### src/rtl/pulse_width_receive.sv
`timescale 1ns/1ps
// pulse_width_receive: recovers DATA_WIDTH-bit samples from the single-wire pulse-width audio line.
// Latency: valid_out on the 3rd clk_in rising edge after the raw falling edge of the last bit.
// Backpressure: none; each sample is presented once and data_out holds until the next sample.
//
// Ports:
//   clk_in        system clock
//   rst_n_in      asynchronous active-low reset; assertion is immediate, release is synchronized
//   in            serial line, asynchronous to clk_in
//   data_out      last decoded sample, held until the next one
//   valid_out     one-cycle strobe when data_out updates
//   error_out     one-cycle strobe on a malformed frame
//   err_count_out saturating count of error_out pulses (present only with RX_ERR_CNT_EN defined)
module pulse_width_receive #(
  parameter int SYNC_LOW_MIN  = 300,
  parameter int SYNC_HIGH_MIN = 500,
  parameter int SYNC_HIGH_MAX = 700,
  parameter int BIT_LOW_MAX   = 300,
  parameter int BIT_HIGH_MIN  = 100,
  parameter int BIT_THRESH    = 400,
  parameter int BIT_HIGH_MAX  = 800,
  parameter int DATA_WIDTH    = 8
) (
  input  logic                  clk_in,
  input  logic                  rst_n_in,
  input  logic                  in,
  output logic [DATA_WIDTH-1:0] data_out,
  output logic                  valid_out,
  output logic                  error_out
`ifdef RX_ERR_CNT_EN
  ,
  output logic [15:0]           err_count_out
`endif
);

  function automatic int max2(input int a, input int b);
    return (a > b) ? a : b;
  endfunction

  // Run counter must be able to hold one past the largest threshold before saturating.
  localparam int P_MAX = max2(max2(max2(SYNC_LOW_MIN, SYNC_HIGH_MIN), max2(SYNC_HIGH_MAX, BIT_LOW_MAX)),
                              max2(max2(BIT_HIGH_MIN, BIT_THRESH), max2(BIT_HIGH_MAX, DATA_WIDTH)));
  localparam int W  = $clog2(P_MAX + 2);
  localparam int BW = (DATA_WIDTH > 1) ? $clog2(DATA_WIDTH) : 1;

  localparam logic [W-1:0]  SYNC_LOW_MIN_W  = W'(SYNC_LOW_MIN);
  localparam logic [W-1:0]  SYNC_HIGH_MIN_W = W'(SYNC_HIGH_MIN);
  localparam logic [W-1:0]  SYNC_HIGH_MAX_W = W'(SYNC_HIGH_MAX);
  localparam logic [W-1:0]  BIT_LOW_MAX_W   = W'(BIT_LOW_MAX);
  localparam logic [W-1:0]  BIT_HIGH_MIN_W  = W'(BIT_HIGH_MIN);
  localparam logic [W-1:0]  BIT_THRESH_W    = W'(BIT_THRESH);
  localparam logic [W-1:0]  BIT_HIGH_MAX_W  = W'(BIT_HIGH_MAX);
  localparam logic [BW-1:0] LAST_BIT        = BW'(DATA_WIDTH - 1);

  typedef enum logic [1:0] {IDLE, SYNC_HIGH, BIT_LOW, BIT_HIGH} state_e;

  // Reset: asserts asynchronously, releases on a clock edge.
  logic rst_meta_q, rst_sync_q, rst_n;

  always_ff @(posedge clk_in or negedge rst_n_in) begin
    if (!rst_n_in) begin
      rst_meta_q <= 1'b0;
      rst_sync_q <= 1'b0;
    end else begin
      rst_meta_q <= 1'b1;
      rst_sync_q <= rst_meta_q;
    end
  end

  assign rst_n = rst_sync_q;

  // Line synchronizer plus one delayed copy for edge detection.
  logic sync1_q, s_in_q, s_d_q;
  logic lvl_edge, rise, fall;

  always_ff @(posedge clk_in or negedge rst_n) begin
    if (!rst_n) begin
      sync1_q <= 1'b0;
      s_in_q  <= 1'b0;
      s_d_q   <= 1'b0;
    end else begin
      sync1_q <= in;
      s_in_q  <= sync1_q;
      s_d_q   <= s_in_q;
    end
  end

  assign lvl_edge = s_in_q ^ s_d_q;
  assign rise     = s_in_q & ~s_d_q;
  assign fall     = ~s_in_q & s_d_q;

  // Run counter: at an edge it holds the length of the level that just ended.
  logic [W-1:0] run_q, run_d;

  always_comb begin
    run_d = run_q;
    if (lvl_edge)    run_d = W'(1);
    else if (~&run_q) run_d = run_q + W'(1);
  end

  always_ff @(posedge clk_in or negedge rst_n) begin
    if (!rst_n) run_q <= '0;
    else        run_q <= run_d;
  end

  // Frame FSM with registered outputs.
  state_e                state_q;
  logic [BW-1:0]         bit_cnt_q;
  // Only the bits received so far are kept; the final bit is merged straight into data_out.
  logic [DATA_WIDTH-2:0] shift_q;
  logic [DATA_WIDTH-1:0] shift_d;
  logic [DATA_WIDTH-1:0] data_q;
  logic                  valid_q, error_q;
  logic                  bit_val;

  assign bit_val = (run_q >= BIT_THRESH_W);
  assign shift_d = {shift_q, bit_val};

  always_ff @(posedge clk_in or negedge rst_n) begin
    if (!rst_n) begin
      state_q   <= IDLE;
      bit_cnt_q <= '0;
      shift_q   <= '0;
      data_q    <= '0;
      valid_q   <= 1'b0;
      error_q   <= 1'b0;
    end else begin
      valid_q <= 1'b0;
      error_q <= 1'b0;
      unique case (state_q)
        IDLE: begin
          if (rise && run_q >= SYNC_LOW_MIN_W) state_q <= SYNC_HIGH;
        end
        SYNC_HIGH: begin
          if (fall) begin
            if (run_q >= SYNC_HIGH_MIN_W && run_q <= SYNC_HIGH_MAX_W) begin
              state_q   <= BIT_LOW;
              bit_cnt_q <= '0;
              shift_q   <= '0;
            end else begin
              state_q <= IDLE;
              error_q <= 1'b1;
            end
          end else if (run_q > SYNC_HIGH_MAX_W) begin
            state_q <= IDLE;
            error_q <= 1'b1;
          end
        end
        BIT_LOW: begin
          if (rise) begin
            // A low run that ends exactly one past the limit is still an error,
            // and being that long it may already qualify as a sync low.
            if (run_q > BIT_LOW_MAX_W) begin
              error_q <= 1'b1;
              state_q <= (run_q >= SYNC_LOW_MIN_W) ? SYNC_HIGH : IDLE;
            end else begin
              state_q <= BIT_HIGH;
            end
          end else if (run_q > BIT_LOW_MAX_W) begin
            state_q <= IDLE;
            error_q <= 1'b1;
          end
        end
        BIT_HIGH: begin
          if (fall) begin
            if (run_q < BIT_HIGH_MIN_W || run_q > BIT_HIGH_MAX_W) begin
              state_q <= IDLE;
              error_q <= 1'b1;
            end else if (bit_cnt_q == LAST_BIT) begin
              data_q  <= shift_d;
              valid_q <= 1'b1;
              state_q <= IDLE;
            end else begin
              shift_q   <= shift_d[DATA_WIDTH-2:0];
              bit_cnt_q <= bit_cnt_q + BW'(1);
              state_q   <= BIT_LOW;
            end
          end else if (run_q > BIT_HIGH_MAX_W) begin
            state_q <= IDLE;
            error_q <= 1'b1;
          end
        end
        default: state_q <= IDLE;
      endcase
    end
  end

  assign data_out  = data_q;
  assign valid_out = valid_q;
  assign error_out = error_q;

`ifdef RX_ERR_CNT_EN
  logic [15:0] err_cnt_q;

  always_ff @(posedge clk_in or negedge rst_n) begin
    if (!rst_n)                      err_cnt_q <= '0;
    else if (error_q && ~&err_cnt_q) err_cnt_q <= err_cnt_q + 16'd1;
  end

  assign err_count_out = err_cnt_q;
`endif

endmodule

### config.mk
export PLATFORM = sky130hd
export DESIGN_NAME = pulse_width_receive
export DESIGN_NICKNAME = d
export VERILOG_FILES = /design/src/rtl/pulse_width_receive.sv
export SDC_FILE = /design/constraint.sdc
export NUM_CORES = 1
export LEC_CHECK = 0
export CORE_MARGIN = 3
export CORE_UTILIZATION = 58
export CTS_CLUSTER_DIAMETER = 60
export DETAILED_ROUTE_END_ITERATION = 10
export PLACE_DENSITY = 0.76
export SLEW_MARGIN = 20
export SYNTH_ARGS = -nofsm -noshare
export SYNTH_HDL_FRONTEND = slang
export SYNTH_SLANG_ARGS = --single-unit
### constraint.sdc
create_clock -name clk_in -period 1.5 [get_ports clk_in]
set_input_delay 0.45 -clock clk_in [delete_from_list [all_inputs] [get_ports clk_in]]
set_output_delay 0.45 -clock clk_in [all_outputs]
set_load 0.005 [all_outputs]
==> impl_metrics.csv <==
group,metric,value,unit
routing,dr_vias_cell,6.520,
critical_path,cp_max_fo,7,
finish,finish.cell_count_without_fillers,302,
critical_path,critical_path_depth,7,
critical_path,worstPathBufferInverterCount,2,
die,rows,20,
cts,clock-sinks,37,
finish,syn2layout_area_growth,39.15,%
hold_path,timing.hold.worst.class,"input port to asynchronous set/reset pin",
routing,number_of_detailed_routing_iterations_run_before_antenna_repair,4,
synthesis,ys_warn_count,0,
critical_path,timing.critical_path.from_type,"flop",
global_routing,number_of_global_route_vias_before_repair,1847,
cts,htreeDepth,2,
sta,finalSetupViolations,27,
routing,detail_route.iter0.violations,228,
global_routing,globalRouteOverflowTotal,0,
sta,slew_violations,0,
global_routing,antenna_violations_before_repair,0,
cts,ctsLongestPathBuffers,2,
run,drv.max_cap_violation_count,0,
placement,dp_hpwl,3451,um
synthesis,synth_enable_flop_cells,0,
power,ir_worst_vdd,0.0006403,V
finish,mostFrequentLayoutCell,"sky130_fd_sc_hd__buf_4",
sta,post-route-period-util,1.481,
sta,worst-slew-pin-transition,0.7020,ns
critical_path,timing.critical_path.max_delay_family,"simple AND/OR/NAND/NOR gates",
synthesis,synthesis.instances,197,
synthesis,synth-main-ff-cell,"sky130_fd_sc_hd__dfrtp_1",
critical_path,delay_contributed_by_the_slowest_stage_of_the_critical_path,0.47,ns
finish,layout.cell_area.non_filler,0.002784,mm2
finish,layout.cells.most_common_list,"sky130_fd_sc_hd__buf_4 (51), sky130_fd_sc_hd__dfrtp_1 (36), sky130_fd_sc_hd__inv_1 (18), sky130_fd_sc_hd__nand3_1 (16), sky130_fd_sc_hd__o211ai_1 (11)",
critical_path,required,1.73,ns
placement,dp.cells,285,
die,initial_utilization,0.6295,
global_routing,first_pass_grt_wire_length,8859,um
die,floorplan.die.height,64.73,um
routing,ant_nets,0,
critical_path,critical_path.cell_chain,"inv_2, ha_2, or4b_4, o31a_4, nor3_4, buf_6, mux2_2",
sta,rsz0062_at_grt,"yes",
critical_path,worstSetupPathType,"flop to flop",
outcome,outcome,"finished, violations left",
outcome,failed_checks,"negative setup slack",
synthesis,synth_area_per_cell,10.16,um2
finish,nets,267,
synthesis,synthDistinctLibCells,44,
placement,finalWeightedCongestion,0.8834,
sta,slew_headroom,0.5199,
die,chipWidth,64.73,um
synthesis,mappedNetlistNets,206,
power,power_density,659.2,mW/mm2
cts,clk_latency,0.34,ns
synthesis,synth.cell_area,0.002001,mm2
global_routing,maximum_number_of_pins_on_one_net_before_global_route_repair,36,
critical_path,setup.worst_path.end_class,"flop",
cts,cts-buffers-inserted,5,
die,design.portCount,13,
synthesis,async_flop_share,1.000,
sta,timing.final.ws_setup,-0.7221,ns
critical_path,worstRegToRegCells,7,
global_routing,grt_util_all_layers,0.2752,
cts,clock-root-buffer,"sky130_fd_sc_hd__clkbuf_4",
sta,min_period,2.222,ns
cts,cts_tree,"yes",
routing,drc,0,
placement,detailed_place.area,0.002481,mm2
cts,clk_transition_reported_paths,0.12,ns
power,fin_total_pwr,0.001835,W
die,design.die.area,0.004190,mm2
routing,avgRoutedWirePerCell,21.10,um
synthesis,ys_seq_area_frac,0.4628,
die,design.core.area,0.003178,mm2
synthesis,ys_seq_elements,37,
placement,count_of_port_buffers_added_during_placement,12,
sta,maxClockFrequency,0.4500,GHz
sta,report.final.hold_viol_count,0,
finish,fraction_of_final_layout_cells_with_drive_strength_greater_than_1,0.3760,
routing,finalWirelength,6371,um
routing,routed-via-count,1969,
critical_path,timing.critical_path.slowest_stage_cell,"sky130_fd_sc_hd__or4b_4",
power,cellLeakagePower,1.269,nW
critical_path,timing.critical_path.arrival,2.46,ns
cts,cts_hold_buf,0,
sta,finalClockSkew,0.01542,ns
finish,num_antenna_cells,0,
## cell families (layout without fill, tap and decap cells)
logic type / after synthesis / count (layout) / synth area share
other cells: 1 / 1 / 0.001874
flops: 37 / 37 / 0.4628
compound gates: 52 / 52 / 0.2076
simple gates: 48 / 48 / 0.1320
mux: 11 / 11 / 0.06129
buf+inv: 35 / 96 / 0.06629
xor+xnor: 7 / 7 / 0.03064
fa+ha+maj: 6 / 6 / 0.03752
## final cells by class
class	count	area, um2
clock buffer	6	41.29
clock inverter	1	8.758
fill	150	394.1
inverter	19	71.32
multi-input combinational	125	1099
sequential	37	927.1
tap	44	55.05
timing repair buffer	70	581.8
## power breakdown
part	switching (W)	internal, W
combinational	0.000162	0.000120
clock	0.000332	0.000179
sequential	0.0000188	0.00102
## synthesized netlist by cell type, types with 2 or more instances
library cell                instances  area, um2
sky130_fd_sc_hd__a2111oi_0          2      17.52
sky130_fd_sc_hd__a211oi_1           2      15.01
sky130_fd_sc_hd__a21oi_1            4      20.02
sky130_fd_sc_hd__a311oi_1           3      26.28
sky130_fd_sc_hd__a31oi_1            3      18.77
sky130_fd_sc_hd__and2_1             2      12.51
sky130_fd_sc_hd__and3_1             4      25.02
sky130_fd_sc_hd__clkbuf_1          14      52.55
sky130_fd_sc_hd__dfrtp_1           37      925.9
sky130_fd_sc_hd__ha_1               6      75.07
sky130_fd_sc_hd__inv_1             19      71.32
sky130_fd_sc_hd__mux2_2            10      112.6
sky130_fd_sc_hd__nand2_1            6      22.52
sky130_fd_sc_hd__nand3_1           17      85.08
sky130_fd_sc_hd__nor2_1             8      30.03
sky130_fd_sc_hd__nor3_1             2      10.01
sky130_fd_sc_hd__o211ai_1          11      82.58
sky130_fd_sc_hd__o21a_1             2      15.01
sky130_fd_sc_hd__o21ai_0            2      10.01
sky130_fd_sc_hd__o221ai_1          10      87.58
sky130_fd_sc_hd__o311a_1            2      20.02
sky130_fd_sc_hd__o311ai_0           2      17.52
sky130_fd_sc_hd__o32ai_1            3      26.28
sky130_fd_sc_hd__xnor2_1            6      52.55
## registers in the layout (all words and copies together) (netlist names)
signal,cells
rst_n,1
sync1_q,1
run_q,10
bit_cnt_q,3
data_out,8
state_q,2
s_d_q,1
s_in_q,1
valid_out,1
shift_q,7
error_out,1
rst_meta_q,1
## metrics by stage
stage                     setup TNS (ns)    util  hold WS (ns)  setup WS [ns]
final                             -13.52  0.8760        0.2681        -0.7221
after global routing              -15.14  0.8760        0.2384        -0.7864
after CTS                         -13.21  0.8209        0.2533        -0.6644
after detailed placement          -13.66  0.7807        0.3082        -0.6633
after global placement            -11.71  0.7807        0.2803        -0.5894
after floorplan                   -12.68       -        0.1544        -0.6694
## per-layer routing
metal	global-route usage	up-vias	wire, um
met2	0.4381	98	3143
li1	-	850	-
met3	0.07106	25	376
met4	0.08971	0	206
met1	0.3662	996	2644
met5	0	-	0
## worst register-to-register path, stage by stage, from the launching register on
cell	delay, ns
sky130_fd_sc_hd__dfrtp_1	0.42
sky130_fd_sc_hd__inv_2	0.06
sky130_fd_sc_hd__ha_2	0.16
sky130_fd_sc_hd__or4b_4	0.47
sky130_fd_sc_hd__o31a_4	0.34
sky130_fd_sc_hd__nor3_4	0.17
sky130_fd_sc_hd__buf_6	0.16
sky130_fd_sc_hd__mux2_2	0.34
## final timing paths
| kind | slack (ns) | start | endpoint |
|---|---|---|---|
| min reg2reg | 0.30 | rst_n$_DFF_PN0_ | data_out[0]$_DFFE_PN0P_ |
| min | 0.27 | rst_n_in | rst_meta_q$_DFF_PN0_ |
| max | -0.72 | run_q[1]$_DFFE_PN0P_ | data_out[5]$_DFFE_PN0P_ |
| max in group asynchronous | 0.85 | rst_n$_DFF_PN0_ | run_q[9]$_DFFE_PN0P_ |
| max reg2reg | -0.72 | run_q[1]$_DFFE_PN0P_ | data_out[5]$_DFFE_PN0P_ |
| min in group clk_in | 0.34 | sync1_q$_DFF_PN0_ | s_in_q$_DFF_PN0_ |
## repair_timing
| item | 4_1_cts | 5_1_grt |
|---|---|---|
| pin swaps | 4 | 14 |
| setup buffers | 3 | 8 |
| resized for setup | 24 | 34 |
| setup endpoints to repair | 41 | 39 |
Power figures use the tool's default switching activity.
